`src/rtl/hall_call_dispatcher.sv`:
```
// hall_call_dispatcher
//   Two-car hall-call dispatcher. Raw hall up/down presses are edge-detected
//   into pending registers. A three-state scanner (IDLE/PICK/ASSIGN) then
//   hands each pending call to the nearer available car, with car A winning
//   ties. Each assigned call is held on that car's button vector until the
//   car's service acknowledge clears it.
//
// Ports
//   clk                          system clock, rising edge
//   start                        asynchronous active-high reset
//   hall_up / hall_down          raw hall buttons (top up / bottom down unused)
//   floor_a / floor_b            one-hot present floor of each car
//   done_up_a .. done_down_b     per-car service acknowledges (bit clears)
//   up_button_a .. down_button_b registered calls assigned to each car
//   hall_up_lamp/hall_down_lamp  call registered (pending or assigned)
//   busy                         scanner in PICK or ASSIGN
module hall_call_dispatcher #(
   parameter int FLOORS = 7
) (
   input  logic              clk,
   input  logic              start,
   input  logic [FLOORS-1:0] hall_up,
   input  logic [FLOORS-1:0] hall_down,
   input  logic [FLOORS-1:0] floor_a,
   input  logic [FLOORS-1:0] floor_b,
   input  logic [FLOORS-1:0] done_up_a,
   input  logic [FLOORS-1:0] done_down_a,
   input  logic [FLOORS-1:0] done_up_b,
   input  logic [FLOORS-1:0] done_down_b,
   output logic [FLOORS-1:0] up_button_a,
   output logic [FLOORS-1:0] down_button_a,
   output logic [FLOORS-1:0] up_button_b,
   output logic [FLOORS-1:0] down_button_b,
   output logic [FLOORS-1:0] hall_up_lamp,
   output logic [FLOORS-1:0] hall_down_lamp,
   output logic              busy
);
   localparam int IW = (FLOORS > 2) ? $clog2(FLOORS) : 1;

   // No up call from the top floor, no down call from the bottom floor.
   localparam logic [FLOORS-1:0] UP_OK = {1'b0, {(FLOORS-1){1'b1}}};
   localparam logic [FLOORS-1:0] DN_OK = {{(FLOORS-1){1'b1}}, 1'b0};

   typedef enum logic [1:0] {S_IDLE, S_PICK, S_ASSIGN} state_t;
   state_t state, state_nxt;

   logic [FLOORS-1:0] prev_up, prev_down, pend_up, pend_down;
   logic [FLOORS-1:0] press_up, press_down;
   logic              lat_dir;        // 0 = up call, 1 = down call
   logic              lat_car;        // 0 = car A,   1 = car B
   logic [IW-1:0]     lat_floor;
   logic [FLOORS-1:0] lat_mask;
   logic [FLOORS-1:0] asg_up_a, asg_up_b, asg_down_a, asg_down_b;
   logic              found, pick_dir;
   logic [IW-1:0]     pick_floor;
   logic              avail_a, avail_b, take_b, go;
   logic [IW-1:0]     idx_a, idx_b, dist_a, dist_b;

   function automatic logic onehot(input logic [FLOORS-1:0] v);
      return (v != '0) && ((v & (v - FLOORS'(1))) == '0);
   endfunction

   function automatic logic [IW-1:0] enc(input logic [FLOORS-1:0] v);
      logic [IW-1:0] r;
      r = '0;
      for (int i = 0; i < FLOORS; i++)
         if (v[i]) r = IW'(i);
      return r;
   endfunction

   function automatic logic [IW-1:0] absdiff(input logic [IW-1:0] a, input logic [IW-1:0] b);
      return (a > b) ? (a - b) : (b - a);
   endfunction

   assign hall_up_lamp   = pend_up   | up_button_a   | up_button_b;
   assign hall_down_lamp = pend_down | down_button_a | down_button_b;

   // A lit lamp masks the press, so a call already in the system is never
   // re-queued (including the bit being assigned this cycle).
   assign press_up   = hall_up   & ~prev_up   & ~hall_up_lamp   & UP_OK;
   assign press_down = hall_down & ~prev_down & ~hall_down_lamp & DN_OK;

   // First pending call: up[0..], then down[1..].
   always_comb begin
      found      = 1'b0;
      pick_dir   = 1'b0;
      pick_floor = '0;
      for (int i = 0; i < FLOORS; i++)
         if (!found && pend_up[i]) begin
            found      = 1'b1;
            pick_floor = IW'(i);
         end
      for (int i = 0; i < FLOORS; i++)
         if (!found && pend_down[i]) begin
            found      = 1'b1;
            pick_dir   = 1'b1;
            pick_floor = IW'(i);
         end
   end

   assign avail_a = onehot(floor_a);
   assign avail_b = onehot(floor_b);
   assign idx_a   = enc(floor_a);
   assign idx_b   = enc(floor_b);
   assign dist_a  = absdiff(idx_a, pick_floor);
   assign dist_b  = absdiff(idx_b, pick_floor);
   // B only when strictly nearer or A is unavailable.
   assign take_b  = avail_b && (!avail_a || (dist_b < dist_a));
   assign go      = found && (avail_a || avail_b);

   // State register
   always_ff @(posedge clk or posedge start) begin
      if (start) state <= S_IDLE;
      else       state <= state_nxt;
   end

   // Next state
   always_comb begin
      state_nxt = state;
      case (state)
         S_IDLE:   if ((pend_up | pend_down) != '0) state_nxt = S_PICK;
         S_PICK:   state_nxt = go ? S_ASSIGN : S_IDLE;
         S_ASSIGN: state_nxt = S_IDLE;
         default:  state_nxt = S_IDLE;
      endcase
   end

   assign lat_mask = FLOORS'(1) << lat_floor;

   // Outputs of the scanner: busy flag and the one-hot assignment strobe
   always_comb begin
      busy       = 1'b0;
      asg_up_a   = '0;
      asg_up_b   = '0;
      asg_down_a = '0;
      asg_down_b = '0;
      case (state)
         S_PICK: busy = 1'b1;
         S_ASSIGN: begin
            busy = 1'b1;
            case ({lat_dir, lat_car})
               2'b00:   asg_up_a   = lat_mask;
               2'b01:   asg_up_b   = lat_mask;
               2'b10:   asg_down_a = lat_mask;
               default: asg_down_b = lat_mask;
            endcase
         end
         default: ;
      endcase
   end

   // Datapath. Clear is applied after set so an acknowledge landing on the
   // assignment cycle wins; pending is still dropped, the call is served.
   always_ff @(posedge clk or posedge start) begin
      if (start) begin
         prev_up       <= '0;
         prev_down     <= '0;
         pend_up       <= '0;
         pend_down     <= '0;
         up_button_a   <= '0;
         up_button_b   <= '0;
         down_button_a <= '0;
         down_button_b <= '0;
         lat_dir       <= 1'b0;
         lat_car       <= 1'b0;
         lat_floor     <= '0;
      end else begin
         prev_up       <= hall_up;
         prev_down     <= hall_down;
         pend_up       <= (pend_up   | press_up)   & ~(asg_up_a   | asg_up_b);
         pend_down     <= (pend_down | press_down) & ~(asg_down_a | asg_down_b);
         up_button_a   <= (up_button_a   | asg_up_a)   & ~done_up_a;
         up_button_b   <= (up_button_b   | asg_up_b)   & ~done_up_b;
         down_button_a <= (down_button_a | asg_down_a) & ~done_down_a;
         down_button_b <= (down_button_b | asg_down_b) & ~done_down_b;
         // Floors are only looked at here; later car moves don't redirect.
         if (state == S_PICK && go) begin
            lat_dir   <= pick_dir;
            lat_car   <= take_b;
            lat_floor <= pick_floor;
         end
      end
   end
endmodule

```
`config.mk`:
```
export PLATFORM = sky130hd
export DESIGN_NAME = hall_call_dispatcher
export DESIGN_NICKNAME = d
export VERILOG_FILES = /design/src/rtl/hall_call_dispatcher.sv
export SDC_FILE = /design/constraint.sdc
export NUM_CORES = 1
export LEC_CHECK = 0
export BUFFER_PORTS_ARGS = -buffer_cell sky130_fd_sc_hd__buf_2
export CAP_MARGIN = 25
export CORE_MARGIN = 5
export CORE_UTILIZATION = 32
export CTS_CLUSTER_SIZE = 24
export DETAILED_ROUTE_END_ITERATION = 10
export HOLD_SLACK_MARGIN = 0.12
export PLACE_DENSITY = 0.53
export RECOVER_POWER = 50
export SYNTH_ARGS = -nofsm -noshare
export SYNTH_HDL_FRONTEND = slang
export SYNTH_SLANG_ARGS = --single-unit
```
`constraint.sdc`:
```
create_clock -name clk -period 11.1 [get_ports clk]
set_clock_uncertainty 0.1 [all_clocks]
set_input_delay 0 -clock clk [delete_from_list [all_inputs] [get_ports clk]]
set_output_delay 0 -clock clk [all_outputs]
set_load 0.02 [all_outputs]
```
==> impl_metrics.toml, run 1 <==
[place]
placed_cell_area_um2 = 3850
gp_congestion = 0.751
place_ws_ps = 7160
dp_hpwl_um = 6360
port-buffer-count = 98

[clock_tree]
cts_tree = "done"
clk_pin_slew_worst_paths_ps = 60
clock_latency_ps = 330
cts_buffer_depth = 2
cts_buffers = 9
cts.sinks = 61
cts_root_buf = "clkbuf_8"
cts-htree-levels = 3

[drt]
dr.pass1.iters = 4
drtIter0Drc = 183
postRouteAntennaNets = 0
num_vias = 2912
avgRoutedWirePerCell_um = 14.1
routed_wl_um = 8630
drc = 0
detail_route.vias_per_cell = 4.76

[finish]
syn_to_final_growth_pct = 36.6
fin_area_um2 = 4380
post-route-util_pct = 44.8
antenna_cells = 0
layout_common_cells = "buf_2, dfrtp_1, nor2_1"
drive_gt1_share_pct = 20.5
mostFrequentLayoutCell = "buf_2"
fin_nets = 550

[setup_path]
startpoint_type = "flip-flop"
path_cells = "nor4_4, nand2_2, or4_4, a21oi_4, inv_1, ha_1, a21o_1, a21oi_1, a31oi_1, mux2i_1, xor2_1, ha_1, a21oi_1, nand3_1, a21oi_1"
cp.required_ps = 11250
cp_slowest_stage_delay_ps = 510
critPathTopFamily = "simple AND/OR/NAND/NOR gates"
ff2ff_path_depth = 15
cp-end-kind = "flip-flop"
slowest_stage = "or4_4"
cp_num_buf_inv = 1
worstPathMaxFanout = 5
crit_arrival_ps = 4110
path_common_cell = "a21oi_1"
path_depth = 15
criticalPathCategory = "flip-flop to flip-flop"

[sta]
fin_ws_ps = 7150
timing.slew.headroom_pct = -119
setup-violations-final = 0
setup-tns-final_ps = 0
min_period_over_period_pct = 35.6
tightest_slew_ps = 3290
rsz0062_at_grt = "no"
period_needed_ps = 3950
max_freq_ghz = 0.253
hold_viol_final = 0
slew_violations = 62

[synth]
syn_nets = 404
synth-seq-cells = 61
synth_warnings = 0
syn_inst = 329
synth-edff-count = 0
synth_ff_type = "dfrtp_1"
syn_avg_cell_area_um2 = 9.75
syn_area_um2 = 3210
postSynth.asyncResetShare_pct = 100
synth_cell_types = 49
ys_seq_area_share_pct = 47.6

[power_and_ir_drop]
p_leak_nw = 1.96
p_per_area_nw_per_um2 = 125
peakVddDrop_v = 0.0000608

[global_routing]
grt_use_total_pct = 15.1
grt_max_degree = 62
grt_pass1_vias = 2962
grt-ovfl-total = 0
antenna_found_initial = 0
grt_pass1_wl_um = 14300

[run]
max-cap-violations = 1

[hold_path]
hold_depth = 2
hold_path.class = "input pin to flip-flop"

[die]
die_w_um = 110
ioPinCount = 101
initial_core_util_pct = 32.8
die_y_um = 110
num_rows = 36
die_area_um2 = 12100
core_area_um2 = 9770

[run_status]
failed_checks = "capacitance limit, slew limit"
status = "finished with violations"
-- worst paths after layout --
kind,from,end,slack [ps]
min in group asynchronous,start,down_button_a[5],1380
hold reg to reg,prev_down[2],pend_down[2],410
max in group asynchronous,start,pend_up[0],7670
setup reg to reg,pend_up[3],lat_car,7150
setup / recovery,pend_up[3],lat_car,7150
hold / removal,hall_down[3],prev_down[3],220
-- what timing repair did --
action	in CTS	in global routing
setup endpoints to repair	0	0
hold endpoints to repair	114	0
resized for setup	0	0
hold buffers	42	0
setup buffers	0	0
-- power by group --
part | total [mW] | switching [mW] | internal (mW)
clock | 0.168 | 0.0822 | 0.0854
sequential | 0.253 | 0.0180 | 0.235
combinational | 0.127 | 0.0720 | 0.0549
total | 0.548 | 0.172 | 0.376
-- metrics by stage --
| step | hold WS, ps | std cells | power, mW |
|---|---|---|---|
| after floorplan | -68.6 | 329 | 0.332 |
| after detailed placement | 23.7 | 555 | 0.375 |
| final | 223 | 612 | 0.548 |
| after CTS | 206 | 612 | 0.556 |
| after global routing | 215 | 612 | 0.582 |
| after global placement | 24.2 | 555 | 0.373 |
-- synth_stat cells, types with 3 or more instances --
library cell	count	area, um^2
a21o_1	3	22.5
a21oi_1	48	240
a31oi_1	12	75.1
clkbuf_1	5	18.8
dfrtp_1	61	1530
fa_1	4	80.1
ha_1	13	163
inv_1	30	113
mux2_4	3	45.0
mux2i_1	4	40.0
nand2_1	7	26.3
nand2b_1	3	18.8
nor2_1	52	195
nor2b_1	3	18.8
nor3_1	8	40.0
nor3b_1	3	22.5
o21ai_0	4	20.0
o21ai_1	3	15.0
o31a_1	3	26.3
or2_2	3	18.8
or3_1	17	106
xor2_1	4	35.0
-- area by class of cell --
class | count | area [um^2]
inverters | 30 | 113
clock inverters | 2 | 10.0
multi-input cells | 232 | 1550
well taps | 133 | 166
fillers | 1015 | 5390
clock buffers | 13 | 149
repair buffers | 141 | 871
flip-flops and latches | 61 | 1530
-- state kept, by name, summed over array words and instances, names as in the netlist, 2 cells and up --
signal,cells
down_button_a,7
down_button_b,7
pend_down,7
pend_up,7
up_button_a,7
up_button_b,7
prev_down,6
prev_up,6
lat_floor,3
state,2
-- worst reg2reg max path, stage by stage (launching register included) --
cell and delay [ps]:
dfrtp_1 460, nor4_4 390, nand2_2 130, or4_4 510, a21oi_4 270, inv_1 180, ha_1 340, a21o_1 110
a21oi_1 50, a31oi_1 270, mux2i_1 250, xor2_1 170, ha_1 260, a21oi_1 150, nand3_1 90, a21oi_1 140
-- metal layers --
layer	up-vias	wire [um]	track usage (%)
met5	-	0	0
met4	0	76	3.69
met3	6	548	3.84
met2	76	4090	24.9
met1	1398	3920	19.9
li1	1432	-	-
-- logic make-up after synthesis --
| group | synth area share (%) |
|---|---|
| muxes | 3.00 |
| DFF | 47.6 |
| buffers and inverters | 4.21 |
| AOI/OAI and AO/OA | 16.8 |
| and+or+nand+nor | 19.5 |
| adders and majority gates | 7.57 |
| xor gates and xnor gates | 1.36 |
Power figures use the tool's default switching activity.
==> inputs of run 2 (changes only) <==
- ABC_AREA: not set -> 1
- clock period: 11.1 -> 3.7 ns (I/O delays scaled with it)
==> run 2 against run 1 <==
  * The run still ends with capacitance limit, slew limit left
  * Worst setup slack lost 6700 ps
  * Fmax rose by 21%
  * Power rose to 3.2 times the previous value
  * Highest routed layer unchanged
==> impl_metrics.toml, run 2 <==
[run_status]
status = "finished with violations"
failed_checks = "capacitance limit, slew limit"

[sta]
period_needed_ps = 3270
rsz0062_at_grt = "no"
slew_violations = 36
setup-violations-final = 0
tightest_slew_ps = 1890
timing.slew.headroom_pct = -26.1
max_freq_ghz = 0.305
hold_viol_final = 0
setup-tns-final_ps = 0
min_period_over_period_pct = 88.5

[synth]
syn_avg_cell_area_um2 = 7.67
synth-edff-count = 0
postSynth.asyncResetShare_pct = 100
syn_inst = 439
synth_cell_types = 25
ys_seq_area_share_pct = 45.4
synth-seq-cells = 61
synth_top_area_share_pct = 45.4
yosys-top-cells-area = "dfrtp_1, inv_1, nand2_1"
syn_area_um2 = 3370
synth_ff_type = "dfrtp_1"
synthTopCellsByCount = "inv_1, nand2_1, nor2_1"
synth_warnings = 0
syn_nets = 514
yosys.area.top_type = "dfrtp_1"
yosysMostFrequentCell = "inv_1"

[clock_tree]
cts_buffer_depth = 2
cts_tree = "done"
clk_pin_slew_worst_paths_ps = 80
cts_root_buf = "clkbuf_8"
ctsResizeCount = 0
cts_buffers = 9
cts-htree-levels = 3
clock_latency_ps = 340
cts.sinks = 61

[global_routing]
grt_use_total_pct = 15.3
antenna_found_initial = 0
grt_pass1_vias = 3436
grt-ovfl-total = 0
grt_max_degree = 36
grt_pass1_wl_um = 15900

[die]
die_y_um = 113
die_area_um2 = 12700
initial_core_util_pct = 32.7
die_w_um = 113
num_rows = 37
ioPinCount = 101
core_area_um2 = 10300

[hold_path]
hold_depth = 3
min_to = "up_button_a[4]"
hp-start = "done_up_a[4]"
hold_path.class = "input pin to flip-flop"

[setup_path]
rrSetupSlack_ps = 430
timing.rr.end = "lat_car"
cp-end-kind = "flip-flop"
startpoint_type = "flip-flop"
criticalPathCategory = "flip-flop to flip-flop"
worstPathMaxFanout = 7
cp.required_ps = 3880
r2r_start = "pend_up[1]"
ff2ff_path_depth = 19
crit_arrival_ps = 3450

[drt]
dr.pass1.iters = 5
drc = 0
avgRoutedWirePerCell_um = 12.8
detail_route.vias_per_cell = 4.48
routed_wl_um = 9390
num_vias = 3298
postRouteAntennaNets = 0
drtIter0Drc = 134

[power_and_ir_drop]
p_per_area_nw_per_um2 = 381
peakVddDrop_v = 0.000232
p_leak_nw = 2.22
finalPower_mw = 1.77

[run]
max-cap-violations = 1

[place]
gp_congestion = 0.828
dp_hpwl_um = 7240
port-buffer-count = 98

[finish]
drive_gt1_share_pct = 11.3
syn_to_final_growth_pct = 38.3
layout_common_cells = "inv_1, nand2_1, nor2_1"
fin_nets = 670
antenna_cells = 0
mostFrequentLayoutCell = "inv_1"
-- run 2: final cells by class --
type / count / area [um^2]
clock buffers: 10 / 138
repair buffers: 145 / 887
inverters: 96 / 360
clock inverters: 6 / 93.8
fillers: 1073 / 5620
well taps: 136 / 170
multi-input cells: 282 / 1480
flip-flops and latches: 61 / 1530
-- run 2: worst max path at each step --
stage / from / end / slack [ps] / cells past startpoint
after CTS: pend_up[1] / lat_car / 400 / 21
after global placement: pend_up[1] / lat_car / 520 / 21
after floorplan: pend_up[1] / lat_car / 830 / 21
final: pend_up[1] / lat_car / 430 / 19
after global routing: pend_up[1] / lat_car / 40 / 18
after detailed placement: pend_up[1] / lat_car / 450 / 21
-- run 2: worst max-delay path, stage by stage (launching register included) --
cell	delay [ps]
dfrtp_1	410
nor2_1	240
nand2_2	120
nor2_4	180
nand2_1	70
o21ai_0	260
inv_1	120
ha_1	370
nand2_1	60
o21ai_0	200
nand2_1	120
nand2_1	80
nand2_1	70
xnor2_1	130
ha_1	310
a21oi_1	140
nand2_1	60
nand2_1	60
nand2_1	50
nand2_1	60
-- run 2: what timing repair did --
item	in CTS	in global routing
hold buffers	46	0
buffers inserted	0	0
endpoints found under the hold margin	80	0
-- run 2: per-stage QoR --
| step | hold slack, ps | util, % | setup slack [ps] | instance area [um^2] | std cells |
|---|---|---|---|---|---|
| 6_report | 222 | 45.3 | 426 | 4650 | 736 |
| 5_1_grt | 200 | 45.3 | 38.8 | 4650 | 736 |
| 4_1_cts | 159 | 46.0 | 399 | 4730 | 736 |
| 3_5_place_dp | -1.84 | 39.3 | 455 | 4030 | 674 |
| 3_3_place_gp | -2.81 | 39.3 | 523 | 4030 | 674 |
| 2_1_floorplan | -68.6 | - | 830 | 3370 | 439 |
-- run 2: power by group --
group          switching (mW)  leakage, nW  total, mW  internal [mW]
Combinational           0.208         1.35      0.348          0.140
Clock                   0.290        0.113      0.692          0.402
Sequential             0.0332        0.759      0.733          0.700
-- run 2: cell families after synthesis --
logic type	after synthesis	share of synthesized area [%]
multiplexers	1	0.297
buffers and inverters	96	10.7
adder cells (fa/ha/maj)	17	7.21
AND/OR/NAND/NOR	208	26.4
flip-flops	61	45.4
AO/OA/AOI/OAI	53	9.29
XOR/XNOR	3	0.781
-- run 2: metal layers --
| layer | vias to the layer above | part of all wire [%] | track usage (%) |
|---|---|---|---|
| met5 | - | 0 | 0 |
| met4 | 0 | 0.49 | 2.72 |
| met2 | 82 | 46 | 25.4 |
| li1 | 1698 | - | - |
| met1 | 1512 | 47 | 19.5 |
| met3 | 6 | 6.4 | 5.61 |
==> inputs of run 3 (changes only) <==
- CELL_PAD_IN_SITES_DETAIL_PLACEMENT: not set -> 1
- CELL_PAD_IN_SITES_GLOBAL_PLACEMENT: not set -> 1
- PLACE_DENSITY: 0.53 -> 0.7
==> run 3 against run 2 <==
  * Highest routed layer unchanged
  * Combinational power barely moved
  * Clock-buffer cell count rose by 1
  * The flow now finishes without violations
  * Global-route usage rose by 1.2 points
  * Non-clock buffer count fell by 3
  * Wire length rose by 7.5%
  * Critical path depth rose by 2
==> impl_metrics.toml, run 3 (same netlist as run 2, synthesis figures left out) <==
[drt]
drtIter0Drc = 90
drc = 0
detail_route.vias_per_cell = 4.63
wl_met3_um = 447
avgRoutedWirePerCell_um = 13.8
top_layer_used = "met4"
routed_wl_um = 10100
num_vias = 3388
dr.pass1.iters = 4
postRouteAntennaNets = 0
wl_met1_um = 4570
dr_wl_met2_um = 4950

[clock_tree]
cts.sinks = 61
cts_setup_buffers = 0
cts-htree-levels = 3
cts_buffers = 9
cts_tree = "done"
clock_latency_ps = 340
cts_root_buf = "clkbuf_8"
cts_buffer_depth = 2
clk_pin_slew_worst_paths_ps = 70

[finish]
antenna_cells = 0
syn_to_final_growth_pct = 35.7
fin_nets = 667
finalNonFillerCells = 732
layout_common_cells = "inv_1, nand2_1, nor2_1"
drive_gt1_share_pct = 11.7
mostFrequentLayoutCell = "inv_1"

[setup_path]
worstPathMaxFanout = 7
cp-end-kind = "flip-flop"
ff2ff_path_depth = 21
cp.required_ps = 3870
criticalPathCategory = "flip-flop to flip-flop"
startpoint_type = "flip-flop"
crit_arrival_ps = 3510

[die]
die_area_um2 = 12700
num_rows = 37
die_w_um = 113
initial_core_util_pct = 32.7
ioPinCount = 101
die_y_um = 113
core_area_um2 = 10300

[place]
gp_congestion = 0.789
port-buffer-count = 98
dp_hpwl_um = 7890
place_inst = 674

[sta]
whs_ps = 135
min_period_over_period_pct = 90.1
period_needed_ps = 3330
hold_viol_final = 0
max_freq_ghz = 0.300
slew_violations = 0
rsz0062_at_grt = "no"
setup-violations-final = 0
timing.slew.headroom_pct = 30.9
tightest_slew_ps = 1040
setup-tns-final_ps = 0

[run]
max-cap-violations = 0

[global_routing]
grt-ovfl-total = 0
grt_max_degree = 40
grt_pass1_wl_um = 17100
grt_pass1_vias = 3622
grt_use_total_pct = 16.6
antenna_found_initial = 0

[power_and_ir_drop]
peakVddDrop_v = 0.000179
p_leak_nw = 2.19
p_per_area_nw_per_um2 = 348

[hold_path]
hold_depth = 7
hold_path.class = "input pin to flip-flop"

[run_status]
status = "finished, final reports clean"
-- run 3: worst max-delay path, stage by stage, from the launching register on --
cell	delay, ps
dfrtp_1	430
nor2_2	250
nand2_2	120
nor2_4	170
nand2_1	70
nand2_1	60
nand2_1	50
nand2_2	140
inv_1	140
ha_1	320
nand2_1	50
o21ai_0	250
nand2_1	140
nand2_1	90
nand2_1	60
xnor2_1	120
ha_1	310
a21oi_1	150
nand2_1	70
nand2_1	60
nand2_1	50
nand2_1	60
-- run 3: through the flow --
step                      util [%]  total power [mW]  setup WS, ps  instance area [um^2]
after floorplan                  -             0.951           830                  3370
after global placement        39.3              1.05           529                  4030
after detailed placement      39.3              1.07           357                  4030
after CTS                     45.1              1.63           314                  4630
after global routing          44.4              1.70          37.4                  4570
final                         44.4              1.59           365                  4570
-- run 3: path summary, 6_finish.rpt --
kind	start	end	slack, ps
min	floor_b[6]	lat_floor[0]	140
min reg2reg	up_button_a[0]	up_button_a[0]	420
min in group asynchronous	start	up_button_b[1]	270
max reg2reg	pend_up[2]	lat_car	370
max	pend_up[2]	lat_car	370
max in group asynchronous	start	pend_down[5]	1710
-- run 3: final cells by class --
type	instances	area, um^2
clock buffers	11	141
clock inverters	4	25.0
fillers	1333	5710
inverters	96	360
multi-input cells	282	1480
flip-flops and latches	61	1530
well taps	136	170
repair buffers	142	861
-- run 3: metal layers --
metal / track usage (%) / vias to the layer above
met2: 28.8 / 74
met1: 21.0 / 1618
li1: - / 1685
met3: 3.02 / 11
met4: 4.81 / 0
met5: 0 / -
-- run 3: repair_timing --
item	CTS	global route
hold buffers	43	0
endpoints found under the hold margin	76	0
gates resized for setup	0	1
endpoints found under the setup margin	0	1
-- run 3: power by group --
| group | internal (mW) | leakage [nW] | switching, mW |
|---|---|---|---|
| combinational | 0.135 | 1.35 | 0.209 |
| clock | 0.255 | 0.0812 | 0.254 |
| sequential | 0.701 | 0.759 | 0.0353 |
